`src/rtl/multicycle_controller.sv`:
```
// Multicycle MIPS-subset control FSM: FETCH/DECODE/EXEC/MEM/WB plus ALU decode.
// Define MC_TIMEOUT_EN to add the memory-wait timeout and the sticky ERR state.
module multicycle_controller #(
    parameter int TIMEOUT_W = 4,
    parameter int ALUFN_W   = 4
) (
    input  logic               clk,
    input  logic               rst_n,
    input  logic               enable,
    input  logic [5:0]         op,
    input  logic [5:0]         func,
    input  logic               Z,
    input  logic               mem_ready,
    output logic               irwrite,
    output logic               pcwrite,
    output logic               memrd,
    output logic               wr,
    output logic               werf,
    output logic [1:0]         pcsel,
    output logic [1:0]         wasel,
    output logic [1:0]         wdsel,
    output logic [1:0]         asel,
    output logic               bsel,
    output logic               sext,
    output logic [ALUFN_W-1:0] alufn,
    output logic [2:0]         state,
    output logic               illegal,
    output logic               err
);

    typedef enum logic [2:0] {
        S_FETCH  = 3'd0,
        S_DECODE = 3'd1,
        S_EXEC   = 3'd2,
        S_MEM    = 3'd3,
        S_WB     = 3'd4,
        S_ERR    = 3'd5
    } state_t;

    localparam logic [5:0] OP_R     = 6'b000000;
    localparam logic [5:0] OP_J     = 6'b000010;
    localparam logic [5:0] OP_JAL   = 6'b000011;
    localparam logic [5:0] OP_BEQ   = 6'b000100;
    localparam logic [5:0] OP_BNE   = 6'b000101;
    localparam logic [5:0] OP_ADDI  = 6'b001000;
    localparam logic [5:0] OP_ADDIU = 6'b001001;
    localparam logic [5:0] OP_SLTI  = 6'b001010;
    localparam logic [5:0] OP_SLTIU = 6'b001011;
    localparam logic [5:0] OP_ANDI  = 6'b001100;
    localparam logic [5:0] OP_ORI   = 6'b001101;
    localparam logic [5:0] OP_XORI  = 6'b001110;
    localparam logic [5:0] OP_LUI   = 6'b001111;
    localparam logic [5:0] OP_LW    = 6'b100011;
    localparam logic [5:0] OP_SW    = 6'b101011;

    localparam logic [5:0] F_SLL  = 6'b000000;
    localparam logic [5:0] F_SRL  = 6'b000010;
    localparam logic [5:0] F_SRA  = 6'b000011;
    localparam logic [5:0] F_SLLV = 6'b000100;
    localparam logic [5:0] F_JR   = 6'b001000;
    localparam logic [5:0] F_ADD  = 6'b100000;
    localparam logic [5:0] F_ADDU = 6'b100001;
    localparam logic [5:0] F_SUB  = 6'b100010;
    localparam logic [5:0] F_AND  = 6'b100100;
    localparam logic [5:0] F_OR   = 6'b100101;
    localparam logic [5:0] F_XOR  = 6'b100110;
    localparam logic [5:0] F_NOR  = 6'b100111;
    localparam logic [5:0] F_SLT  = 6'b101010;
    localparam logic [5:0] F_SLTU = 6'b101011;

    localparam logic [3:0] A_ADD  = 4'd0;
    localparam logic [3:0] A_SUB  = 4'd1;
    localparam logic [3:0] A_AND  = 4'd2;
    localparam logic [3:0] A_OR   = 4'd3;
    localparam logic [3:0] A_XOR  = 4'd4;
    localparam logic [3:0] A_NOR  = 4'd5;
    localparam logic [3:0] A_SLT  = 4'd6;
    localparam logic [3:0] A_SLTU = 4'd7;
    localparam logic [3:0] A_SLL  = 4'd8;
    localparam logic [3:0] A_SRL  = 4'd9;
    localparam logic [3:0] A_SRA  = 4'd10;

    if (TIMEOUT_W < 1 || ALUFN_W < 4) begin : g_param_check
        $error("multicycle_controller: TIMEOUT_W >= 1 and ALUFN_W >= 4 required");
    end

    state_t     cur, nxt;
    logic       run, active, timeout;
    logic       r_alu, r_shamt, is_jr, is_iar, is_logi, is_lui;
    logic       is_lw, is_sw, is_beq, is_bne, is_j, is_jal;
    logic       imm_alu, legal, to_wb;
    logic [3:0] code;

    always_comb begin
        r_alu   = 1'b0;
        r_shamt = 1'b0;
        is_jr   = 1'b0;
        is_iar  = 1'b0;
        is_logi = 1'b0;
        is_lui  = 1'b0;
        is_lw   = 1'b0;
        is_sw   = 1'b0;
        is_beq  = 1'b0;
        is_bne  = 1'b0;
        is_j    = 1'b0;
        is_jal  = 1'b0;
        code    = A_ADD;
        case (op)
            OP_R: begin
                r_alu = 1'b1;
                case (func)
                    F_ADD, F_ADDU: code = A_ADD;
                    F_SUB:  code = A_SUB;
                    F_AND:  code = A_AND;
                    F_OR:   code = A_OR;
                    F_XOR:  code = A_XOR;
                    F_NOR:  code = A_NOR;
                    F_SLT:  code = A_SLT;
                    F_SLTU: code = A_SLTU;
                    F_SLLV: code = A_SLL;
                    F_SLL: begin code = A_SLL; r_shamt = 1'b1; end
                    F_SRL: begin code = A_SRL; r_shamt = 1'b1; end
                    F_SRA: begin code = A_SRA; r_shamt = 1'b1; end
                    F_JR: begin r_alu = 1'b0; is_jr = 1'b1; end
                    default: r_alu = 1'b0;
                endcase
            end
            OP_ADDI, OP_ADDIU: is_iar = 1'b1;
            OP_SLTI:  begin is_iar = 1'b1; code = A_SLT; end
            OP_SLTIU: begin is_iar = 1'b1; code = A_SLTU; end
            OP_ANDI:  begin is_logi = 1'b1; code = A_AND; end
            OP_ORI:   begin is_logi = 1'b1; code = A_OR; end
            OP_XORI:  begin is_logi = 1'b1; code = A_XOR; end
            // LUI shifts the immediate left by the constant 16 on the A port
            OP_LUI:   begin is_lui = 1'b1; code = A_SLL; end
            OP_LW:    is_lw = 1'b1;
            OP_SW:    is_sw = 1'b1;
            OP_BEQ:   begin is_beq = 1'b1; code = A_SUB; end
            OP_BNE:   begin is_bne = 1'b1; code = A_SUB; end
            OP_J:     is_j = 1'b1;
            OP_JAL:   is_jal = 1'b1;
            default: ;
        endcase
    end

    assign imm_alu = is_iar | is_logi | is_lui;
    assign to_wb   = r_alu | imm_alu;
    assign legal   = to_wb | is_jr | is_lw | is_sw | is_beq | is_bne
                   | is_j | is_jal;

    assign alufn = ALUFN_W'(code);
    assign asel  = is_lui ? 2'b10 : (r_shamt ? 2'b01 : 2'b00);
    assign bsel  = imm_alu | is_lw | is_sw;
    assign sext  = is_iar | is_lw | is_sw | is_beq | is_bne;
    assign wasel = r_alu ? 2'b00
                 : (imm_alu | is_lw) ? 2'b01
                 : is_jal ? 2'b10 : 2'b00;
    assign wdsel = is_lw ? 2'b10 : (to_wb ? 2'b01 : 2'b00);

    // run holds the FSM idle until the first edge after reset release
    assign active = run & enable;

`ifdef MC_TIMEOUT_EN
    localparam logic [TIMEOUT_W-1:0] LAST =
        {TIMEOUT_W{1'b1}} ^ TIMEOUT_W'(1);

    logic [TIMEOUT_W-1:0] cnt;
    logic                 waiting;

    assign waiting = active & ~mem_ready
                   & ((cur == S_FETCH) | (cur == S_MEM));
    assign timeout = waiting & (cnt == LAST);
    assign err     = (cur == S_ERR);

    always_ff @(posedge clk or negedge rst_n) begin
        if (!rst_n) begin
            cnt <= '0;
        end else if (active) begin
            if (waiting && nxt == cur) cnt <= cnt + 1'b1;
            else                       cnt <= '0;
        end
    end
`else
    assign timeout = 1'b0;
    assign err     = 1'b0;
`endif

    always_ff @(posedge clk or negedge rst_n) begin
        if (!rst_n) begin
            cur <= S_FETCH;
            run <= 1'b0;
        end else begin
            run <= 1'b1;
            cur <= nxt;
        end
    end

    always_comb begin
        nxt     = cur;
        irwrite = 1'b0;
        pcwrite = 1'b0;
        memrd   = 1'b0;
        wr      = 1'b0;
        werf    = 1'b0;
        illegal = 1'b0;
        pcsel   = 2'b00;
        unique case (cur)
            S_FETCH: begin
                memrd = 1'b1;
                if (mem_ready) begin
                    irwrite = 1'b1;
                    pcwrite = 1'b1;
                    nxt     = S_DECODE;
                end else if (timeout) begin
                    nxt = S_ERR;
                end
            end
            S_DECODE: begin
                if (legal) begin
                    nxt = S_EXEC;
                end else begin
                    illegal = 1'b1;
                    nxt     = S_FETCH;
                end
            end
            S_EXEC: begin
                nxt = S_FETCH;
                if (to_wb) begin
                    nxt = S_WB;
                end else if (is_lw | is_sw) begin
                    nxt = S_MEM;
                end else if (is_beq | is_bne) begin
                    pcsel   = 2'b01;
                    pcwrite = is_beq ? Z : ~Z;
                end else if (is_j | is_jal) begin
                    pcsel   = 2'b10;
                    pcwrite = 1'b1;
                    werf    = is_jal;
                end else if (is_jr) begin
                    pcsel   = 2'b11;
                    pcwrite = 1'b1;
                end
            end
            S_MEM: begin
                memrd = is_lw;
                wr    = is_sw;
                if (mem_ready)    nxt = is_lw ? S_WB : S_FETCH;
                else if (timeout) nxt = S_ERR;
            end
            S_WB: begin
                werf = 1'b1;
                nxt  = S_FETCH;
            end
            S_ERR:   nxt = S_ERR;
            default: nxt = S_FETCH;
        endcase
        if (!active) begin
            nxt     = cur;
            irwrite = 1'b0;
            pcwrite = 1'b0;
            memrd   = 1'b0;
            wr      = 1'b0;
            werf    = 1'b0;
            illegal = 1'b0;
        end
    end

    assign state = cur;

endmodule

```
`config.mk`:
```
export PLATFORM = sky130hd
export DESIGN_NAME = multicycle_controller
export DESIGN_NICKNAME = d
export VERILOG_FILES = /design/src/rtl/multicycle_controller.sv
export SDC_FILE = /design/constraint.sdc
export NUM_CORES = 1
export LEC_CHECK = 0
export BUFFER_PORTS_ARGS = -buffer_cell sky130_fd_sc_hd__clkbuf_2
export CAP_MARGIN = 10
export CORE_MARGIN = 5
export CORE_UTILIZATION = 49
export DETAILED_ROUTE_END_ITERATION = 10
export PLACE_DENSITY = 0.82
export SLEW_MARGIN = 25
export SYNTH_ARGS = -nofsm -noshare
export SYNTH_HDL_FRONTEND = slang
export SYNTH_SLANG_ARGS = --single-unit
```
`constraint.sdc`:
```
create_clock -name clk -period 2.1 [get_ports clk]
set_clock_uncertainty 0.1 [all_clocks]
set_input_delay 0 -clock clk [delete_from_list [all_inputs] [get_ports clk]]
set_output_delay 0 -clock clk [all_outputs]
set_load 0.03 [all_outputs]
```
Word-level counts from Yosys, hierarchy flattened
Index checks and enable logic that the tools add are counted.
- reductions and logical operators: 10
- bitwise logic cells: 21
- muxes and demuxes: 61
- equal/unequal tests: 34
- operators by type and width (operator ; number):
    $eq 6x6->1 const B ; 11
    $eq 6x4->1 const B ; 9
    $pmux 4 s10 ; 1
    $mux 1 ; 38
    $pmux 4 s8 ; 1
    $mux 2 ; 13
    $eq 6x2->1 const B ; 4
    $or 1x1->1 ; 19
    $eq 6x3->1 const B ; 3
    $pmux 3 s5 ; 1
    $reduce_or 13->1 ; 1
    $logic_not 6->1 ; 2
    $mux 3 ; 4
    $eq 3x2->1 const B ; 2
    $eq 3x3->1 const B ; 2
    $pmux 1 s2 ; 3
    $reduce_or 3->1 ; 2
    $ne 2x2->1 const B ; 2
    $reduce_or 2->1 ; 2
    $reduce_or 4->1 ; 1
    $eq 3x1->1 const B ; 1
    $logic_not 3->1 ; 1
    $reduce_and 3->1 ; 1
    $and 1x1->1 ; 1
    $not 1->1 ; 1
- bits of input ports: 17
- register bits: 4
- logic and storage cells: 128
- output and inout bits: 24

Depth between registers and ports, before layout
- word-level depth: 16
- mapped depth: 6
- mapped depth without buffers: 5

Worst setup path after synthesis
OpenSTA, ideal clock, no wires.
- path kind: register -> output
- from: register cur[0], in the netlist state[0]
- to: output pcwrite
- cell stages (with the launch flop): 5
- slack: -68 ps
- data arrival time: 2068 ps
- buffers on the path: 1
- data required time: 2000 ps
- path through: dfrtp_1 clkbuf_1 nand2b_1 a2111o_1 o31ai_1
- cells in the longest elaborated chain, start to end: 3
- RTL lines (item ; RTL line ; RTL):
    start: declaration ; 87 ; state_t cur, nxt;
    start signal: assignment ; 194 ; cur <= nxt;
    $eq 3x2->1 or $logic_not 3->1 (tied branches) ; 207 ; unique case (cur)
    $pmux 1 s2 (*) ; 207 ;
    $mux 1 (*) ; 257 ; if (!active) begin
    end: declaration ; 15 ; output logic pcwrite,
Mark *: on every way between the ends. The rest lies on a longest branch, timed or not.

Final worst setup path
Ends and elaborated chain as after synthesis.

==> results.toml <==
[run_status]
status = "finished clean"

[sta]
fin_crit_ns = 1.96
tightest_slew_ns = 0.603
report.final.slew_viol_count = 0
setup_ws_ns = 0.135
final-setup-viol-count = 0
max_freq_mhz = 509
finalCritPeriodShare_pct = 93.6
slew_headroom_pct = 59.4
finalSetupTns_ns = 0
rsz0062_at_grt = "false"
whs_ns = 0.0284
finalHoldViolations = 0

[synth]
seq_area_frac_synth_pct = 11.9
ys_ff_latch = 4
synthTopCellsByArea = "dfrtp_1 12%, o21ai_0 7.2%, a21oi_1 6.0%, nor2_1 5.4%, nand2b_1 4.5%"
synth_edf_count = 0
netlist_area_um2 = 838
async_flop_share_pct = 100
synth_cell_types = 42
synth_largest_area_cell = "dfrtp_1"
synth_flop_cell = "dfrtp_1"
yosysWarnings = 0
synth_nets = 148
yosys-top-cells-count = "12 x nor2_1, 12 x o21ai_0, 10 x a21oi_1"
synth_top_area_share_pct = 11.9
synth_cells = 131
syn_area_per_cell_um2 = 6.40

[global_route]
grt_pass1_wl_mm = 3.87
first_global_vias = 916
grt_max_degree = 14
antenna_found_initial = 0
grt.total_usage_pct = 18.4
grt_remaining_overflow = 0

[detailed_routing]
antenna_left = 0
num_vias = 1080
vias_per_cell = 6.00
drcViolationCount = 0
dr.first_iter.drc_count = 24
routedWlPerCell_um = 12.8
firstDrtPassIters = 5
drt-total-wl_mm = 2.30

[cts]
cts-resized-gates = 0
clk_latency_ns = 0.23
cts.clk_slew.worst_paths_ns = 0.04
clockRootBuffer = "clkbuf_4"
cts.sinks = 4
cts_tree = "done"
clockBufferDepth = 2
postCtsSetupRepairBufs = 0
htreeDepth = 1
hold_buffers = 3
cts_made_buffers = 3

[cells_and_area]
postLayoutCellArea_mm2 = 0.00104
drive_gt1_share_pct = 30.1
final_core_util_pct = 62.1
fillCellCount = 154
antennaDiodeCount = 0
fin_nets = 182
areaGrowthSynthToFinish_pct = 23.7

[power_and_ir_drop]
p_per_area_mw_per_mm2 = 539
ir_worst_vdd_mv = 0.663
p_leak_nw = 0.503

[floorplanning]
die_area_mm2 = 0.00264
core_mm2 = 0.00167
die_w_um = 51.4
ios = 41
start_util_pct = 50.2
die_y_um = 51.4
std_cell_rows = 15

[worst_setup_path]
worstSetupPathType = "reg -> out"
start_kind = "register"
cp_data_arrival_time_ns = 1.86
cp_slowest_cell = "dfrtp_1"
cp_cell_sequence = "nand2b_1 > a2111o_1 > o31ai_1 > clkbuf_2"
critical_path_peak_fanout = 12
worst_setup_path_end_kind = "primary output"
critPathMaxStageDelay_ns = 0.48
crit_required_ns = 2.00

[placement]
place_ws_ns = 0.290
post-dp-hpwl_mm = 1.86
placed_area_um2 = 985
gp_congestion = 0.846
io_buffers = 39

[job]
maxCapViolCount = 0

[hold_path]
min_path_type = "in -> reg"
[cell families after synthesis]
family,synth area share [%]
flip-flops,11.9
buffers and inverters,11.5
AND/OR/NAND/NOR,45.1
other,0.896
XOR/XNOR,1.04
AO/OA/AOI/OAI,29.6
[flip-flops by register name, indices dropped and copies added (netlist names)]
register,count
run,1
state,3
[through the flow]
stage	std cells	power [mW]
after global placement	174	0.455
final	180	0.559
after floorplan	131	0.377
after global routing	180	0.617
after detailed placement	174	0.463
after CTS	180	0.565
[routing by layer]
metal  part of all wire, %  global-route usage, %  wire length, um  vias up
met5                     0                      0                0        -
met4                  0.78                   5.68               18        0
met3                   7.6                   5.25              176        4
met2                    49                   29.2             1120       46
met1                    43                   23.8              986      485
li1                      -                      -                -      545
[power by group]
part	internal, mW	total (mW)	switching, mW
logic	0.111	0.315	0.204
registers	0.0979	0.150	0.0523
clock network	0.0638	0.0934	0.0296
total	0.273	0.559	0.286
[worst paths after layout]
check	from	to	slack, ns	cells past startpoint
worst min-delay path	mem_ready	state[0]	0.03	3
max in group asynchronous	rst_n	state[0]	0.68	4
min in group asynchronous	rst_n	run	0.52	3
worst max register to register	state[0]	state[0]	0.47	4
worst min register to register	state[2]	state[2]	0.56	1
worst max-delay path	state[0]	pcwrite	0.14	4
[cell usage in the layout, fill, tap and decap left out, types with 2 or more instances in the layout]
cell,instances
o21ai_0,12
o21a_1,2
nor4_1,5
a21oi_1,10
inv_1,7
or3_1,2
nor3_1,3
nand2b_1,6
nand2_1,9
nand4_1,3
nor2b_1,6
conb_1,2
nand3_1,7
and4_1,2
clkbuf_4,3
dfrtp_1,4
or2_2,2
dlygate4sd3_1,3
clkbuf_2,39
a31oi_1,2
a22oi_1,2
nor2_1,12
o31ai_1,2
[layout make-up]
cell class | instances | area, um^2 | area share (%)
clock buffer | 3 | 22.5 | 2.17
sequential | 4 | 100 | 9.65
timing repair buffer | 42 | 225 | 21.7
multi-input combinational | 107 | 642 | 61.9
inverter | 7 | 26.3 | 2.53
tap | 17 | 21.3 | 2.05
[critical path: cells and delay by family, from the launching register on]
| kind | cells | cell delay, ns |
|---|---|---|
| DFF | 1 | 0.48 |
| AOI/OAI and AO/OA | 2 | 0.69 |
| and+or+nand+nor | 1 | 0.22 |
| buffers and inverters | 1 | 0.24 |
(Power assumes the default switching activity.)
